### config.mk
export PLATFORM = sky130hd
export DESIGN_NAME = tachometer_emulator
export DESIGN_NICKNAME = d
export VERILOG_FILES = /design/src/rtl/tach_pkg.sv /design/src/rtl/tachometer_emulator_phase_accumulator.sv /design/src/rtl/tachometer_emulator.sv
export SDC_FILE = /design/constraint.sdc
export NUM_CORES = 1
export LEC_CHECK = 0
export ABC_AREA = 1
export BUFFER_PORTS_ARGS = -buffer_cell sky130_fd_sc_hd__buf_2
export CELL_PAD_IN_SITES_DETAIL_PLACEMENT = 0
export CELL_PAD_IN_SITES_GLOBAL_PLACEMENT = 1
export CORE_ASPECT_RATIO = 0.6
export CORE_MARGIN = 1.5
export CORE_UTILIZATION = 47
export CTS_CLUSTER_DIAMETER = 30
export CTS_CLUSTER_SIZE = 25
export DETAILED_ROUTE_END_ITERATION = 7
export HOLD_SLACK_MARGIN = 0.15
export PLACE_DENSITY = 0.86
export SLEW_MARGIN = 20
export SYNTH_ARGS = -nofsm -noshare
export SYNTH_HDL_FRONTEND = slang
export SYNTH_SLANG_ARGS = --single-unit
### constraint.sdc
create_clock -name clk_in -period 6.32 [get_ports clk_in]
set_input_delay 0.316 -clock clk_in [delete_from_list [all_inputs] [get_ports clk_in]]
set_output_delay 0.316 -clock clk_in [all_outputs]
set_load 0.01 [all_outputs]
### src/rtl/tach_pkg.sv
// Shared quadrature-encoder definitions for tachometer_emulator and tachometer_interface.
package tach_pkg;

  typedef enum logic [1:0] {
    QUAD_00 = 2'b00,
    QUAD_01 = 2'b01,
    QUAD_10 = 2'b10,
    QUAD_11 = 2'b11
  } quad_state_t;

  localparam quad_state_t QUAD_RESET_STATE = QUAD_01;

  // Next {A,B} indexed by the current {A,B}; forward ring is 01 -> 11 -> 10 -> 00
  localparam logic [3:0][1:0] QUAD_FWD_NEXT = {2'b10, 2'b00, 2'b11, 2'b01};
  localparam logic [3:0][1:0] QUAD_REV_NEXT = {2'b01, 2'b11, 2'b00, 2'b10};

  function automatic logic [63:0] calc_inc_per_rpm(input int unsigned acc_w,
                                                   input longint unsigned clk_hz,
                                                   input int unsigned ppr);
    logic [63:0] num;
    logic [63:0] den;
    num = (64'd1 << acc_w) * 64'(4 * ppr);
    den = 64'd60 * 64'(clk_hz);
    return (num + den / 64'd2) / den;
  endfunction

endpackage

### src/rtl/tachometer_emulator_phase_accumulator.sv
// Phase accumulator for the tachometer emulator: clamps the commanded rpm, registers the
// per-cycle increment and flags one quadrature edge per accumulator carry.
module phase_accumulator #(
  parameter int unsigned ACC_W       = 32,
  parameter int unsigned MAX_RPM     = 1023,
  parameter logic [63:0] INC_PER_RPM = 64'd71583
) (
  input  logic       clk_in,
  input  logic       reset_in,
  input  logic       enable_in,
  input  logic [9:0] target_rpm_in,
  output logic       carry_out
);

  // An increment at or above the full scale could need two edges in one cycle.
  if (64'(MAX_RPM) * INC_PER_RPM >= (64'd1 << ACC_W)) begin : g_inc_overflow
    $error("phase_accumulator: MAX_RPM * INC_PER_RPM must stay below 2**ACC_W");
  end

  localparam logic [ACC_W-1:0] INC_W = ACC_W'(INC_PER_RPM);

  logic [ACC_W-1:0] r_acc;
  logic [ACC_W-1:0] r_inc;
  logic [9:0]       w_rpm_clamped;
  logic [ACC_W-1:0] w_inc_next;
  logic [ACC_W:0]   w_sum;

  assign w_rpm_clamped = ({22'd0, target_rpm_in} > MAX_RPM) ? 10'(MAX_RPM) : target_rpm_in;
  assign w_inc_next    = ACC_W'(w_rpm_clamped) * INC_W;
  assign w_sum         = {1'b0, r_acc} + {1'b0, r_inc};
  assign carry_out     = enable_in & w_sum[ACC_W];

  always_ff @(posedge clk_in) begin
    if (reset_in) begin
      r_acc <= '0;
      r_inc <= '0;
    end else begin
      r_inc <= w_inc_next;
      if (enable_in) begin
        r_acc <= w_sum[ACC_W-1:0];
      end else begin
        r_acc <= '0;
      end
    end
  end

endmodule

### src/rtl/tachometer_emulator.sv
// Quadrature encoder emulator: turns a commanded rpm and direction into A/B tachometer edges.
// Optional once-per-revolution index output is built only when TACH_EMU_INDEX_EN is defined.
module tachometer_emulator
  import tach_pkg::*;
#(
  parameter int unsigned CLK_FREQ_HZ    = 125_000_000,
  parameter int unsigned PULSES_PER_REV = 12,
  parameter int unsigned MAX_RPM        = 1023,
  parameter int unsigned ACC_W          = 32
) (
  input  logic        clk_in,
  input  logic        reset_in,
  input  logic        enable_in,
  input  logic [9:0]  target_rpm_in,
  input  logic        direction_in,
  output logic        tachometer_out_a,
  output logic        tachometer_out_b,
  output logic        edge_strobe_out,
  output logic [15:0] position_out,
  output logic        index_out
);

  localparam logic [63:0]      INC_PER_RPM   = calc_inc_per_rpm(ACC_W, CLK_FREQ_HZ, PULSES_PER_REV);
  localparam int unsigned      EDGES_PER_REV = 4 * PULSES_PER_REV;
  localparam int unsigned      REV_W         = $clog2(EDGES_PER_REV);
  localparam logic [REV_W-1:0] REV_LAST      = REV_W'(EDGES_PER_REV - 1);

  logic             w_carry;
  quad_state_t      r_state;
  logic             r_strobe;
  logic [15:0]      r_pos;
  logic [REV_W-1:0] r_rev;
  quad_state_t      w_next_state;
  logic [REV_W-1:0] w_next_rev;
  logic [15:0]      w_next_pos;

  phase_accumulator #(
    .ACC_W       (ACC_W),
    .MAX_RPM     (MAX_RPM),
    .INC_PER_RPM (INC_PER_RPM)
  ) u_phase_acc (
    .clk_in        (clk_in),
    .reset_in      (reset_in),
    .enable_in     (enable_in),
    .target_rpm_in (target_rpm_in),
    .carry_out     (w_carry)
  );

  // Direction only picks which neighbour in the Gray ring comes next, so a reversal never skips a state.
  always_comb begin
    w_next_state = r_state;
    w_next_rev   = r_rev;
    w_next_pos   = r_pos;
    if (direction_in) begin
      w_next_state = quad_state_t'(QUAD_REV_NEXT[r_state]);
      w_next_rev   = (r_rev == '0) ? REV_LAST : r_rev - REV_W'(1);
      w_next_pos   = r_pos - 16'd1;
    end else begin
      w_next_state = quad_state_t'(QUAD_FWD_NEXT[r_state]);
      w_next_rev   = (r_rev == REV_LAST) ? '0 : r_rev + REV_W'(1);
      w_next_pos   = r_pos + 16'd1;
    end
  end

  always_ff @(posedge clk_in) begin
    if (reset_in) begin
      r_state  <= QUAD_RESET_STATE;
      r_strobe <= 1'b0;
      r_pos    <= '0;
      r_rev    <= '0;
    end else begin
      r_strobe <= w_carry;
      if (w_carry) begin
        r_state <= w_next_state;
        r_pos   <= w_next_pos;
        r_rev   <= w_next_rev;
      end
    end
  end

  assign tachometer_out_a = r_state[1];
  assign tachometer_out_b = r_state[0];
  assign edge_strobe_out  = r_strobe;
  assign position_out     = r_pos;

`ifdef TACH_EMU_INDEX_EN
  logic r_index;

  always_ff @(posedge clk_in) begin
    if (reset_in) begin
      r_index <= 1'b0;
    end else if (w_carry) begin
      r_index <= (w_next_rev == '0) && (w_next_state == QUAD_01);
    end
  end

  assign index_out = r_index;
`else
  assign index_out = 1'b0;
`endif

endmodule

After elaboration in Yosys (flattened, before gate mapping)
Cells that the tools add are included.
{"block": "word_totals", "ff_bits": 83, "input_bits": 14}
{"block": "op_classes", "n_addsub": 3, "multipliers": 1, "reduce_logical": 1, "muxes": 6, "n_lt_le_gt_ge": 1, "n_bitwise": 2}
{"operator": "32-bit by 32-bit adder with 33-bit output", "n": 1}
{"operator": "16-bit by 1-bit adder with 16-bit output, second input constant", "n": 1}
{"operator": "16-bit two-way mux", "n": 1}
{"operator": "16-bit by 1-bit subtractor with 16-bit output, second input constant", "n": 1}
{"operator": "10-bit by 5-bit multiplier with 15-bit output, second input constant", "n": 1}
{"operator": "2-bit binary-select mux with 2-bit select", "n": 2}
{"operator": "2-bit two-way mux", "n": 3}
{"operator": "2-bit by 3-bit less-than comparator with 1-bit output, second input constant", "n": 1}
{"operator": "2-bit OR reduction", "n": 1}
{"operator": "1-bit bitwise AND", "n": 1}
{"operator": "1-bit NOT", "n": 1}

Depth between registers and ports, before layout
{"block": "logic_depth", "word_depth": 3, "ltp_mapped": 15, "depth_no_buf": 15}

Modules after synthesis
A second synthesis with hierarchy kept.
{"block": "unflattened", "cells_unflattened": 880, "hier_area_um2": 5659.2}
{"mod": "phase_accumulator", "n_inst": 1, "cells_each": 607, "seq_area_each_um2": 940.9, "area_each_um2": 4003.8}
{"mod": "tachometer_emulator", "n_inst": 1, "cells_each": 273, "seq_area_each_um2": 380.4, "area_each_um2": 1655.3}

Worst setup path before layout
OpenSTA, ideal clock, no wires.
{"block": "synth_path", "path_kind": "input to register", "start": "input port target_rpm_in[1]", "end": "register u_phase_acc.r_inc[10]", "setup_ns": 0.113, "arrival_ns": 2.754, "cell_stages": 13, "slack_ns": 3.453, "path_cell_list": "ha_1 > fa_1 > inv_1 > fa_1 > inv_1 > ha_1 > inv_1 > nor3_1 > a21oi_1 > o21ai_0 > nand2_1 > nand2_1 > nor2_1"}
{"block": "synth_between", "elab_chain_cells": 1}
{"element": "start, declared", "line_no": "tachometer_emulator.sv:14", "source": "input logic [9:0] target_rpm_in,"}
{"element": "10-bit by 5-bit multiplier with 15-bit output", "line_no": "tachometer_emulator_phase_accumulator.sv:29", "source": "assign w_inc_next = ACC_W'(w_rpm_clamped) * INC_W;"}
{"element": "end signal, assigned", "line_no": "tachometer_emulator_phase_accumulator.sv:38", "source": "r_inc <= w_inc_next;"}
{"element": "end, declared", "line_no": "tachometer_emulator_phase_accumulator.sv:23", "source": "logic [ACC_W-1:0] r_inc;"}
No other way between the ends.
A chain may end at the register's enable or synchronous reset.

Worst setup path after layout
{"block": "layout_path", "start": "input port target_rpm_in[1]", "end": "register u_phase_acc.r_inc[9]"}
The elaborated chain is that of the path after synthesis.

==> metrics.txt <==
# TYPE chip_impl_metric gauge
chip_impl_info{name="status",value="finished clean"} 1
chip_impl_info{name="timing.critical_path.from_type",value="input port"} 1
chip_impl_metric{name="dieWidth",unit="um"} 144
chip_impl_metric{name="core.rowCount",unit=""} 30
chip_impl_metric{name="place_hpwl",unit="mm"} 11.3
chip_impl_metric{name="vdd_ir_drop_max",unit="uV"} 151
chip_impl_metric{name="clock_path_buffers",unit=""} 2
chip_impl_metric{name="n_antenna_cell",unit=""} 0
chip_impl_metric{name="postCtsSetupRepairBufs",unit=""} 0
chip_impl_metric{name="place.port_buffers",unit=""} 32
chip_impl_info{name="crit_path_cell_trace",value="buf_2 > ha_1 > fa_1 > inv_1 > fa_1 > inv_1 > ha_1 > nand2_1 > o21ai_0 > nor2_1 > o21ai_0 > and2_1 > nor2_1"} 1
chip_impl_metric{name="cp.required",unit="ps"} 6530
chip_impl_metric{name="max_clock_freq",unit="MHz"} 346
chip_impl_info{name="cts.root.buffer_cell",value="sky130_fd_sc_hd__clkbuf_16"} 1
chip_impl_info{name="top_metal_layer_carrying_routed_signals",value="met4"} 1
chip_impl_metric{name="placed_cells_incl_taps",unit=""} 1068
chip_impl_metric{name="clock-sinks",unit=""} 66
chip_impl_metric{name="synth_edf_count",unit=""} 0
chip_impl_metric{name="worstRegToRegCells",unit=""} 13
chip_impl_metric{name="layout.cells.non_filler",unit=""} 1084
chip_impl_metric{name="cap_viol_max_count",unit=""} 0
chip_impl_metric{name="last_weighted_congestion_value_of_the_routability_driven_placer",unit=""} 0.865
chip_impl_metric{name="post_synth_inst_count",unit=""} 885
chip_impl_metric{name="syn_avg_cell_area",unit="um^2"} 6.29
chip_impl_metric{name="setup-violations-final",unit=""} 0
chip_impl_metric{name="areaGrowthSynthToFinish",unit="%"} 10.2
chip_impl_info{name="mostFrequentLayoutCells",value="268 x sky130_fd_sc_hd__nand2_1, 155 x sky130_fd_sc_hd__inv_1, 111 x sky130_fd_sc_hd__nor2_1"} 1
chip_impl_metric{name="antenna_violating_nets_post_route",unit=""} 0
chip_impl_metric{name="cts_repair_resize_count",unit=""} 0
chip_impl_metric{name="finalHoldViolCount",unit=""} 0
chip_impl_info{name="min_delay_worst_endpoint",value="u_phase_acc.r_inc[0]$_SDFF_PP0_"} 1
chip_impl_metric{name="period_minus_slack",unit="ps"} 2890
chip_impl_info{name="r2r-start",value="u_phase_acc.r_inc[0]$_SDFF_PP0_"} 1
chip_impl_metric{name="initialDrtViolationCount",unit=""} 350
chip_impl_metric{name="grt_first_pass_wirelength",unit="mm"} 23.9
chip_impl_metric{name="synth.net_count",unit=""} 974
chip_impl_info{name="class_of_the_worst_hold_path",value="input port to register"} 1
chip_impl_metric{name="post_drt_via_cell_ratio",unit=""} 5.05
chip_impl_metric{name="die_height",unit="um"} 87.3
chip_impl_info{name="synth-main-ff-cell",value="sky130_fd_sc_hd__dfxtp_1"} 1
chip_impl_metric{name="worst_path_largest_cell_delay",unit="ps"} 520
chip_impl_metric{name="nets",unit=""} 1008
chip_impl_metric{name="via_count",unit=""} 5476
chip_impl_metric{name="syn_area",unit="mm^2"} 0.00557
chip_impl_metric{name="finalCritPeriodShare",unit="%"} 45.8
chip_impl_metric{name="static-leakage-power",unit="nW"} 3.37
chip_impl_metric{name="detailedRoute.firstPassIterationCount",unit=""} 5
chip_impl_metric{name="postSynth.asyncResetShare",unit="%"} 0
chip_impl_metric{name="report.final.slew_viol_count",unit=""} 0
chip_impl_metric{name="io-pin-count",unit=""} 34
chip_impl_info{name="timing.rr.end",value="position_out[14]$_SDFFE_PP0P_"} 1
chip_impl_metric{name="tightest_slew",unit="ps"} 886
chip_impl_info{name="timing.setup.critical_path_class",value="input port to register"} 1
chip_impl_metric{name="route.met2.wl",unit="mm"} 5.49
chip_impl_metric{name="count_of_yosys_warnings_during_synthesis",unit=""} 0
chip_impl_info{name="crit_path_end_kind",value="register"} 1
chip_impl_metric{name="utilization_after_layout",unit="%"} 53.8
chip_impl_metric{name="floorplan.initialDensity",unit="%"} 48.8
chip_impl_metric{name="post_synthesis_sequential_area_ratio",unit="%"} 23.7
chip_impl_metric{name="wl_per_instance",unit="um"} 13.0
chip_impl_metric{name="power-per-cell-area",unit="mW/mm^2"} 229
chip_impl_metric{name="core",unit="mm^2"} 0.0114
chip_impl_info{name="cts_tree",value="done"} 1
chip_impl_metric{name="synth_cell_types",unit=""} 37
chip_impl_metric{name="worst_slew_margin_rel",unit="%"} 40.6
chip_impl_metric{name="worstPathMaxFanout",unit=""} 5
chip_impl_metric{name="cts_max_level",unit=""} 3
chip_impl_metric{name="post-layout-total-power",unit="W"} 0.00141
chip_impl_metric{name="globalRouteOverflowTotal",unit=""} 0
chip_impl_metric{name="post-route-drc-count",unit=""} 0
chip_impl_metric{name="cts.clk_slew.worst_paths",unit="ps"} 50
chip_impl_metric{name="tot_gr_track_use",unit="%"} 24.4
chip_impl_info{name="setup_repair_after_global_routing_missed_its_margin",value="false"} 1
chip_impl_metric{name="antenna_found_initial",unit=""} 0
chip_impl_metric{name="postRouteWirelength",unit="mm"} 14.1
chip_impl_metric{name="wl_met3",unit="um"} 926
chip_impl_metric{name="reg2reg_slack",unit="ps"} 3910
chip_impl_metric{name="ys_ff_latch",unit=""} 66
chip_impl_info{name="worstHoldStart",value="target_rpm_in[0]"} 1
chip_impl_metric{name="finalSetupTns",unit="ps"} 0
chip_impl_metric{name="cp.arrival",unit="ps"} 3110
chip_impl_metric{name="grt_start_max_net_pins",unit=""} 37
chip_impl_metric{name="numCtsBuffers",unit=""} 9
chip_impl_metric{name="hold_buffers",unit=""} 0
chip_impl_metric{name="design.die.area",unit="mm^2"} 0.0125
chip_impl_info{name="worst_path_max_delay_cell",value="sky130_fd_sc_hd__fa_1"} 1
chip_impl_metric{name="worst_hold_path.num_cells",unit=""} 3
chip_impl_metric{name="worst_clock_skew",unit="ps"} 7.70
chip_impl_metric{name="wl_met1",unit="mm"} 7.52
chip_impl_metric{name="grt_pass1_vias",unit=""} 4963
chip_impl_metric{name="drive_above_1_share",unit="%"} 7.03
chip_impl_info{name="mostFrequentLayoutCell",value="sky130_fd_sc_hd__nand2_1"} 1
chip_impl_metric{name="clk_lat_worst_skew",unit="ps"} 330
-- area by class of cell --
type,count,area [um^2]
multi-input combinational,654,3600
timing repair buffer,32,160
inverter,156,586
clock inverter,6,32.5
fill,1197,5270
clock buffer,10,239
sequential,66,1320
tap,160,200
-- metrics by stage --
step	hold slack [ps]	cell area (um^2)	setup slack [ps]
final	252	6140	3430
after global routing	255	6140	3210
after CTS	239	6140	3460
after detailed placement	494	5870	3110
after global placement	486	5870	3150
after floorplan	423	5570	3450
-- kinds of logic after synthesis --
group / Yosys count / share of synthesized area, %
xor+xnor: 9 / 1.41
fa+ha+maj: 75 / 18.9
buf+inv: 165 / 11.6
other cells: 1 / 0.0673
simple gates: 470 / 35.0
compound gates: 99 / 9.30
flops: 66 / 23.7
-- worst max path at each step --
stage,start,to,slack (ps),cells past startpoint
2_1_floorplan,target_rpm_in[1],u_phase_acc.r_inc[10]$_SDFF_PP0_,3450,13
3_3_place_gp,target_rpm_in[1],u_phase_acc.r_inc[10]$_SDFF_PP0_,3150,14
3_5_place_dp,target_rpm_in[1],u_phase_acc.r_inc[10]$_SDFF_PP0_,3110,14
4_1_cts,target_rpm_in[1],u_phase_acc.r_inc[10]$_SDFF_PP0_,3460,14
5_1_grt,target_rpm_in[2],u_phase_acc.r_inc[9]$_SDFF_PP0_,3210,13
6_report,target_rpm_in[1],u_phase_acc.r_inc[9]$_SDFF_PP0_,3430,13
-- layer usage --
layer	vias up	GRT usage (%)
li1	2832	-
met1	2492	35.9
met2	141	35.7
met3	11	6.43
met4	0	4.45
met5	-	0
-- registers in the layout (all words and copies together) (netlist names) --
register           count
u_phase_acc.r_acc     32
edge_strobe_out        1
r_state                2
u_phase_acc.r_inc     15
position_out          16
-- Yosys cell counts, types with 2 or more instances --
| library cell | count | share of area (%) |
|---|---|---|
| sky130_fd_sc_hd__nand3b_1 | 2 | 0.27 |
| sky130_fd_sc_hd__xnor2_1 | 5 | 0.79 |
| sky130_fd_sc_hd__a21oi_1 | 62 | 5.6 |
| sky130_fd_sc_hd__nor2_2 | 4 | 0.45 |
| sky130_fd_sc_hd__a31oi_1 | 2 | 0.22 |
| sky130_fd_sc_hd__dfxtp_1 | 66 | 24 |
| sky130_fd_sc_hd__and2_1 | 3 | 0.34 |
| sky130_fd_sc_hd__or2_2 | 5 | 0.56 |
| sky130_fd_sc_hd__inv_1 | 155 | 10 |
| sky130_fd_sc_hd__nand3_1 | 51 | 4.6 |
| sky130_fd_sc_hd__nand2_1 | 268 | 18 |
| sky130_fd_sc_hd__o21bai_1 | 5 | 0.67 |
| sky130_fd_sc_hd__nor2_1 | 111 | 7.5 |
| sky130_fd_sc_hd__nor3_1 | 8 | 0.72 |
| sky130_fd_sc_hd__fa_1 | 15 | 5.4 |
| sky130_fd_sc_hd__o21ai_0 | 27 | 2.4 |
| sky130_fd_sc_hd__buf_2 | 4 | 0.36 |
| sky130_fd_sc_hd__nand4_1 | 7 | 0.79 |
| sky130_fd_sc_hd__nand2_2 | 3 | 0.34 |
| sky130_fd_sc_hd__buf_4 | 2 | 0.27 |
| sky130_fd_sc_hd__xor2_1 | 4 | 0.63 |
| sky130_fd_sc_hd__buf_6 | 2 | 0.40 |
| sky130_fd_sc_hd__ha_1 | 60 | 13 |
-- report_power, final --
| part | internal (W) | switching (W) |
|---|---|---|
| combinational | 0.000159 | 0.000317 |
| clock | 0.000272 | 0.000184 |
| sequential | 0.000457 | 0.0000163 |
| total | 0.000888 | 0.000517 |
-- critical path: cells and delay by family --
family	cells	cell delay, ps
AO/OA/AOI/OAI	2	460
adder cells (fa/ha/maj)	4	1690
buffers and inverters	3	200
AND/OR/NAND/NOR	4	440
No activity file was read; power rests on OpenSTA's default activity.
